**config.mk**
```make
export PLATFORM = sky130hd
export DESIGN_NAME = hazard_unit
export DESIGN_NICKNAME = d
export VERILOG_FILES = /design/src/rtl/hazard_unit.sv
export SDC_FILE = /design/constraint.sdc
export NUM_CORES = 1
export LEC_CHECK = 0
export ABC_AREA = 1
export ABC_CLOCK_PERIOD_IN_PS = 3700
export CAP_MARGIN = 25
export CORE_AREA = 8 8 45 47
export DETAILED_ROUTE_END_ITERATION = 16
export DIE_AREA = 0 0 53 55
export DONT_BUFFER_PORTS = 1
export PLACE_DENSITY = 0.75
export SYNTH_ARGS = -nofsm -noshare
export SYNTH_HDL_FRONTEND = slang
export SYNTH_SLANG_ARGS = --single-unit
export TNS_END_PERCENT = 100
```
**constraint.sdc**
```tcl
create_clock -name clk -period 3.7 [get_ports clk]
set_input_delay 0.185 -clock clk [delete_from_list [all_inputs] [get_ports clk]]
set_output_delay 0.185 -clock clk [all_outputs]
set_load 0.02 [all_outputs]
```
**src/rtl/hazard_unit.sv**
```systemverilog
// Pipeline hazard control for the five-stage core: E-stage forwarding selects,
// load-use and branch flushes, and a front-end freeze while a multi-cycle mul/div holds E.
module hazard_unit #(
  parameter int MD_CYCLES = 8,
  parameter int CNT_W     = $clog2(MD_CYCLES)
) (
  input  logic       clk,
  input  logic       rst,
  input  logic [4:0] rs1_d,
  input  logic [4:0] rs2_d,
  input  logic [4:0] rs1_e,
  input  logic [4:0] rs2_e,
  input  logic [4:0] rd_e,
  input  logic [4:0] rd_m,
  input  logic [4:0] rd_w,
  input  logic       reg_write_m,
  input  logic       reg_write_w,
  input  logic       load_e,
  input  logic       pc_src_e,
  input  logic       md_start_e,
  output logic       en_f,
  output logic       en_d,
  output logic       en_e,
  output logic       clear_d,
  output logic       clear_e,
  output logic       clear_m,
  output logic [1:0] forward_a_e,
  output logic [1:0] forward_b_e,
  output logic       md_busy,
  output logic       md_done
);

  typedef enum logic {
    IDLE = 1'b0,
    BUSY = 1'b1
  } md_state_t;

  localparam logic [1:0] FWD_RF = 2'b00;
  localparam logic [1:0] FWD_W  = 2'b01;
  localparam logic [1:0] FWD_M  = 2'b10;

  md_state_t        state;
  logic [CNT_W-1:0] cnt;
  logic             md_stall;
  logic             md_release;
  logic             lw_stall;
  logic [1:0]       fwd_a;
  logic [1:0]       fwd_b;

  // M wins over W because it holds the younger write to the same register.
  function automatic logic [1:0] fwd_sel(
    input logic [4:0] rs,
    input logic [4:0] dst_m,
    input logic       we_m,
    input logic [4:0] dst_w,
    input logic       we_w
  );
    logic [1:0] sel;
    sel = FWD_RF;
    if (we_m && (dst_m != 5'd0) && (dst_m == rs)) begin
      sel = FWD_M;
    end else if (we_w && (dst_w != 5'd0) && (dst_w == rs)) begin
      sel = FWD_W;
    end
    return sel;
  endfunction

  assign fwd_a = fwd_sel(rs1_e, rd_m, reg_write_m, rd_w, reg_write_w);
  assign fwd_b = fwd_sel(rs2_e, rd_m, reg_write_m, rd_w, reg_write_w);

  assign lw_stall = load_e && (rd_e != 5'd0) &&
                    ((rd_e == rs1_d) || (rd_e == rs2_d));

  // The IDLE start cycle is the first stall cycle, so BUSY counts MD_CYCLES-2
  // further stalls before the release cycle at cnt==0.
  always_ff @(posedge clk or posedge rst) begin
    if (rst) begin
      state <= IDLE;
      cnt   <= '0;
    end else begin
      unique case (state)
        IDLE: begin
          if (md_start_e) begin
            state <= BUSY;
            cnt   <= CNT_W'(MD_CYCLES - 2);
          end
        end
        BUSY: begin
          if (cnt != '0) begin
            cnt <= cnt - CNT_W'(1);
          end else begin
            state <= IDLE;
          end
        end
        default: begin
          state <= IDLE;
          cnt   <= '0;
        end
      endcase
    end
  end

  // BUSY deliberately ignores md_start_e: it stays high through the release cycle.
  always_comb begin
    md_stall   = 1'b0;
    md_release = 1'b0;
    unique case (state)
      IDLE: md_stall = md_start_e;
      BUSY: begin
        if (cnt != '0) begin
          md_stall = 1'b1;
        end else begin
          md_release = 1'b1;
        end
      end
      default: begin
        md_stall   = 1'b0;
        md_release = 1'b0;
      end
    endcase
  end

  always_comb begin
    en_f        = 1'b1;
    en_d        = 1'b1;
    en_e        = 1'b1;
    clear_d     = 1'b0;
    clear_e     = 1'b0;
    clear_m     = 1'b0;
    forward_a_e = FWD_RF;
    forward_b_e = FWD_RF;
    md_busy     = 1'b0;
    md_done     = 1'b0;
    if (!rst) begin
      forward_a_e = fwd_a;
      forward_b_e = fwd_b;
      md_busy     = md_stall;
      md_done     = md_release;
      if (md_stall) begin
        en_f    = 1'b0;
        en_d    = 1'b0;
        en_e    = 1'b0;
        clear_m = 1'b1;
      end else if (pc_src_e) begin
        clear_d = 1'b1;
        clear_e = 1'b1;
      end else if (lw_stall) begin
        en_f    = 1'b0;
        en_d    = 1'b0;
        clear_e = 1'b1;
      end
    end
  end

endmodule

```
==> results.py <==
metrics = {
    "logic_synthesis": {
        "synth_area_per_cell_um2": 5.71,
        "synth_nets": 185,
        "synth_edf_count": 0,
        "ys_types": 19,
        "ys_seq_area_share_pct": 12.4,
        "ys_async_sr_fraction_pct": 100,
        "ys_top_cells_by_area": "nand2_1, xnor2_1, dfrtp_1, inv_1, nor2_1",
        "synth_top_area_share_pct": 17.7,
        "ys_top_cells_by_count": "nand2_1, inv_1, nor2_1",
        "yosys_warnings": 0,
        "ys.flop_type": "dfrtp_1",
        "ys_seq_elements": 4,
        "synth_area_um2": 806,
        "synthMostInstantiatedCell": "nand2_1",
        "syn_inst": 141,
        "synth_area_leader_cell": "nand2_1",
    },
    "clock_network": {
        "cts-resized-gates": 0,
        "cts-root-buf": "clkbuf_4",
        "numCtsBuffers": 3,
        "post_cts_buffers": 0,
        "h-tree-depth": 1,
        "clock_path_buffers": 2,
        "cts_tree": "done",
        "clk_pin_slew_worst_paths_ns": 0.04,
        "insertion_delay_ns": 0.22,
        "clock-sinks": 4,
    },
    "floorplanning": {
        "start_util_pct": 58.2,
        "dieWidth_um": 53,
        "rows": 14,
        "die_height_um": 55,
        "coreArea_mm2": 0.00138,
        "dieArea_mm2": 0.00292,
        "ios": 54,
    },
    "critical_path": {
        "start_kind": "flip-flop",
        "criticalPathCategory": "reg -> out",
        "crit_fanout": 8,
        "end_kind": "output pin",
        "crit_path_top_delay_cell": "nor2_2",
        "slowest_delay_ns": 0.38,
        "crit_arrival_ns": 1.83,
        "path_cells": "inv_1, ha_1, nand2_1, nor2_2, nor2_4, inv_4, nor2_2, inv_1",
        "cp.required_ns": 3.51,
    },
    "routing": {
        "dr.pass1.iters": 4,
        "dr_wl_met3_um": 303,
        "met1_length_um": 660,
        "dr.first_iter.drc_count": 12,
        "ant_nets": 0,
        "vias_per_cell": 5.18,
        "drc": 0,
        "drt-total-wl_mm": 2.00,
        "wire_per_inst_um": 12.7,
        "vias": 819,
        "top_layer": "met4",
        "met2_wirelength_mm": 1.02,
    },
    "power_and_ir_drop": {
        "combinationalPowerShare_pct": 59.7,
        "intPower_mw": 0.173,
        "clockPowerShare_pct": 15.1,
        "seqPwrFrac_pct": 25.2,
        "power.leakage_nw": 0.480,
        "power.switching_fraction_pct": 48.3,
        "p_sw_mw": 0.161,
        "p_per_area_mw_per_mm2": 398,
        "ir_worst_vdd_uv": 199,
    },
    "final_layout": {
        "regArea_um2": 100,
        "fillers": 134,
        "syn_to_final_growth_pct": 4.04,
        "finish.net_count": 188,
        "diodes": 0,
        "multi_input_area_um2": 586,
        "fin_area_um2": 838,
        "final_layout_size_suffix_gt1_share_pct": 7.75,
    },
    "timing": {
        "fmax_mhz": 496,
        "slew_viol_final": 0,
        "setup_tns_ns": 0,
        "hold_viol": 0,
        "period_share_pct": 54.5,
        "rsz0062_at_grt": "false",
        "min_period_ns": 2.02,
        "setup_viol_count_final": 0,
        "worst_slew_pin_slew_ns": 0.669,
        "fin_skew_ns": 0.00118,
        "timing.slew.headroom_pct": 55.1,
    },
    "status": {
        "status": "finished clean",
    },
    "placement": {
        "dpl_cell_area_um2": 806,
        "globalplace.congestion": 0.795,
        "io_buffers": 0,
        "dp.final_hpwl_mm": 1.77,
    },
    "global_route": {
        "grt_pass1_vias": 812,
        "gr-total-overflow": 0,
        "grt_usage_pct": 14.0,
        "grt_max_degree": 9,
        "grt_first_pass_wirelength_mm": 3.18,
        "antenna_found_initial": 0,
    },
    "run": {
        "drv_cap": 0,
    },
    "hold_path": {
        "min_path_type": "in -> reg",
    },
}
==> layer usage <==
metal / vias up / GRT usage (%)
li1: 423 / -
met1: 355 / 12.4
met2: 39 / 27.1
met3: 2 / 7.22
met4: 0 / 3.88
met5: - / 0
==> repair_timing <==
item | 4_1_cts | 5_1_grt
hold buffers | 1 | 0
hold endpoints to repair | 4 | 0
setup endpoints to repair | 0 | 0
==> worst max-delay path, delay by kind of cell, from the launching register on <==
kind                     cells  cell delay [ns]
AND/OR/NAND/NOR              4             0.75
buffers and inverters        3             0.35
flip-flops                   1             0.31
adder cells (fa/ha/maj)      1             0.19
==> power by group through the flow <==
stage | clock network (mW) | registers, mW | logic, mW
3_3_place_gp | 0 | 0.0836 | 0.196
5_1_grt | 0.0545 | 0.0875 | 0.232
6_report | 0.0503 | 0.0843 | 0.199
3_5_place_dp | 0 | 0.0849 | 0.202
4_1_cts | 0.0522 | 0.0841 | 0.203
2_1_floorplan | 0 | 0.0819 | 0.189
==> path summary, 6_finish.rpt <==
path                       startpoint      to  slack [ns]  depth (start not counted)
max                            cnt[0]    en_e        1.68                          8
min reg2reg                    cnt[1]  cnt[1]        0.55                          2
min                        md_start_e  cnt[2]        0.23                          3
max reg2reg                    cnt[0]  cnt[1]        2.47                          7
min in group asynchronous         rst  cnt[0]        0.33                          2
max in group asynchronous         rst   state        3.20                          2
==> layout make-up <==
| cell class | instances | area share [%] |
|---|---|---|
| sequential | 4 | 11.9 |
| tap | 16 | 2.39 |
| timing repair buffer | 1 | 1.19 |
| multi-input combinational | 108 | 69.9 |
| inverter | 26 | 11.9 |
| clock buffer | 3 | 2.69 |
==> kinds of logic (layout without fill, tap and decap cells) <==
group,count (synthesis),after routing,share of synthesized area (%)
flip-flops,4,4,12.4
AND/OR/NAND/NOR,78,78,41.8
AO/OA/AOI/OAI,7,7,4.97
buffers and inverters,29,30,14.9
XOR/XNOR,21,21,22.8
adder cells (fa/ha/maj),2,2,3.11
==> state kept, by name (all words and copies together) (netlist names) <==
name / count
state: 1
cnt: 3
==> cell usage in the layout (no fill, tap or decap) <==
cell type | netlist | routed
a21oi_2 | 1 | 1
a31oi_1 | 1 | 1
clkbuf_4 | 0 | 3
dfrtp_1 | 4 | 4
dlygate4sd3_1 | 0 | 1
ha_1 | 2 | 2
inv_1 | 25 | 25
inv_4 | 1 | 1
nand2_1 | 38 | 38
nand3_1 | 9 | 9
nand4_1 | 2 | 2
nor2_1 | 21 | 21
nor2_2 | 3 | 3
nor2_4 | 2 | 2
nor3_1 | 2 | 2
o21ai_0 | 5 | 5
or2_2 | 1 | 1
xnor2_1 | 12 | 12
xor2_1 | 9 | 9
==> through the flow <==
stage | std cells | util, % | hold slack (ns) | power (mW) | setup slack (ns)
after global routing | 158 | 60.6 | 0.277 | 0.374 | 1.53
after global placement | 154 | 58.2 | -0.0188 | 0.280 | 1.93
after detailed placement | 154 | 58.2 | -0.0146 | 0.287 | 1.91
after floorplan | 141 | - | 0.141 | 0.271 | 2.13
final | 158 | 60.6 | 0.226 | 0.334 | 1.68
after CTS | 158 | 60.6 | 0.226 | 0.340 | 1.67
(Power assumes the default switching activity.)
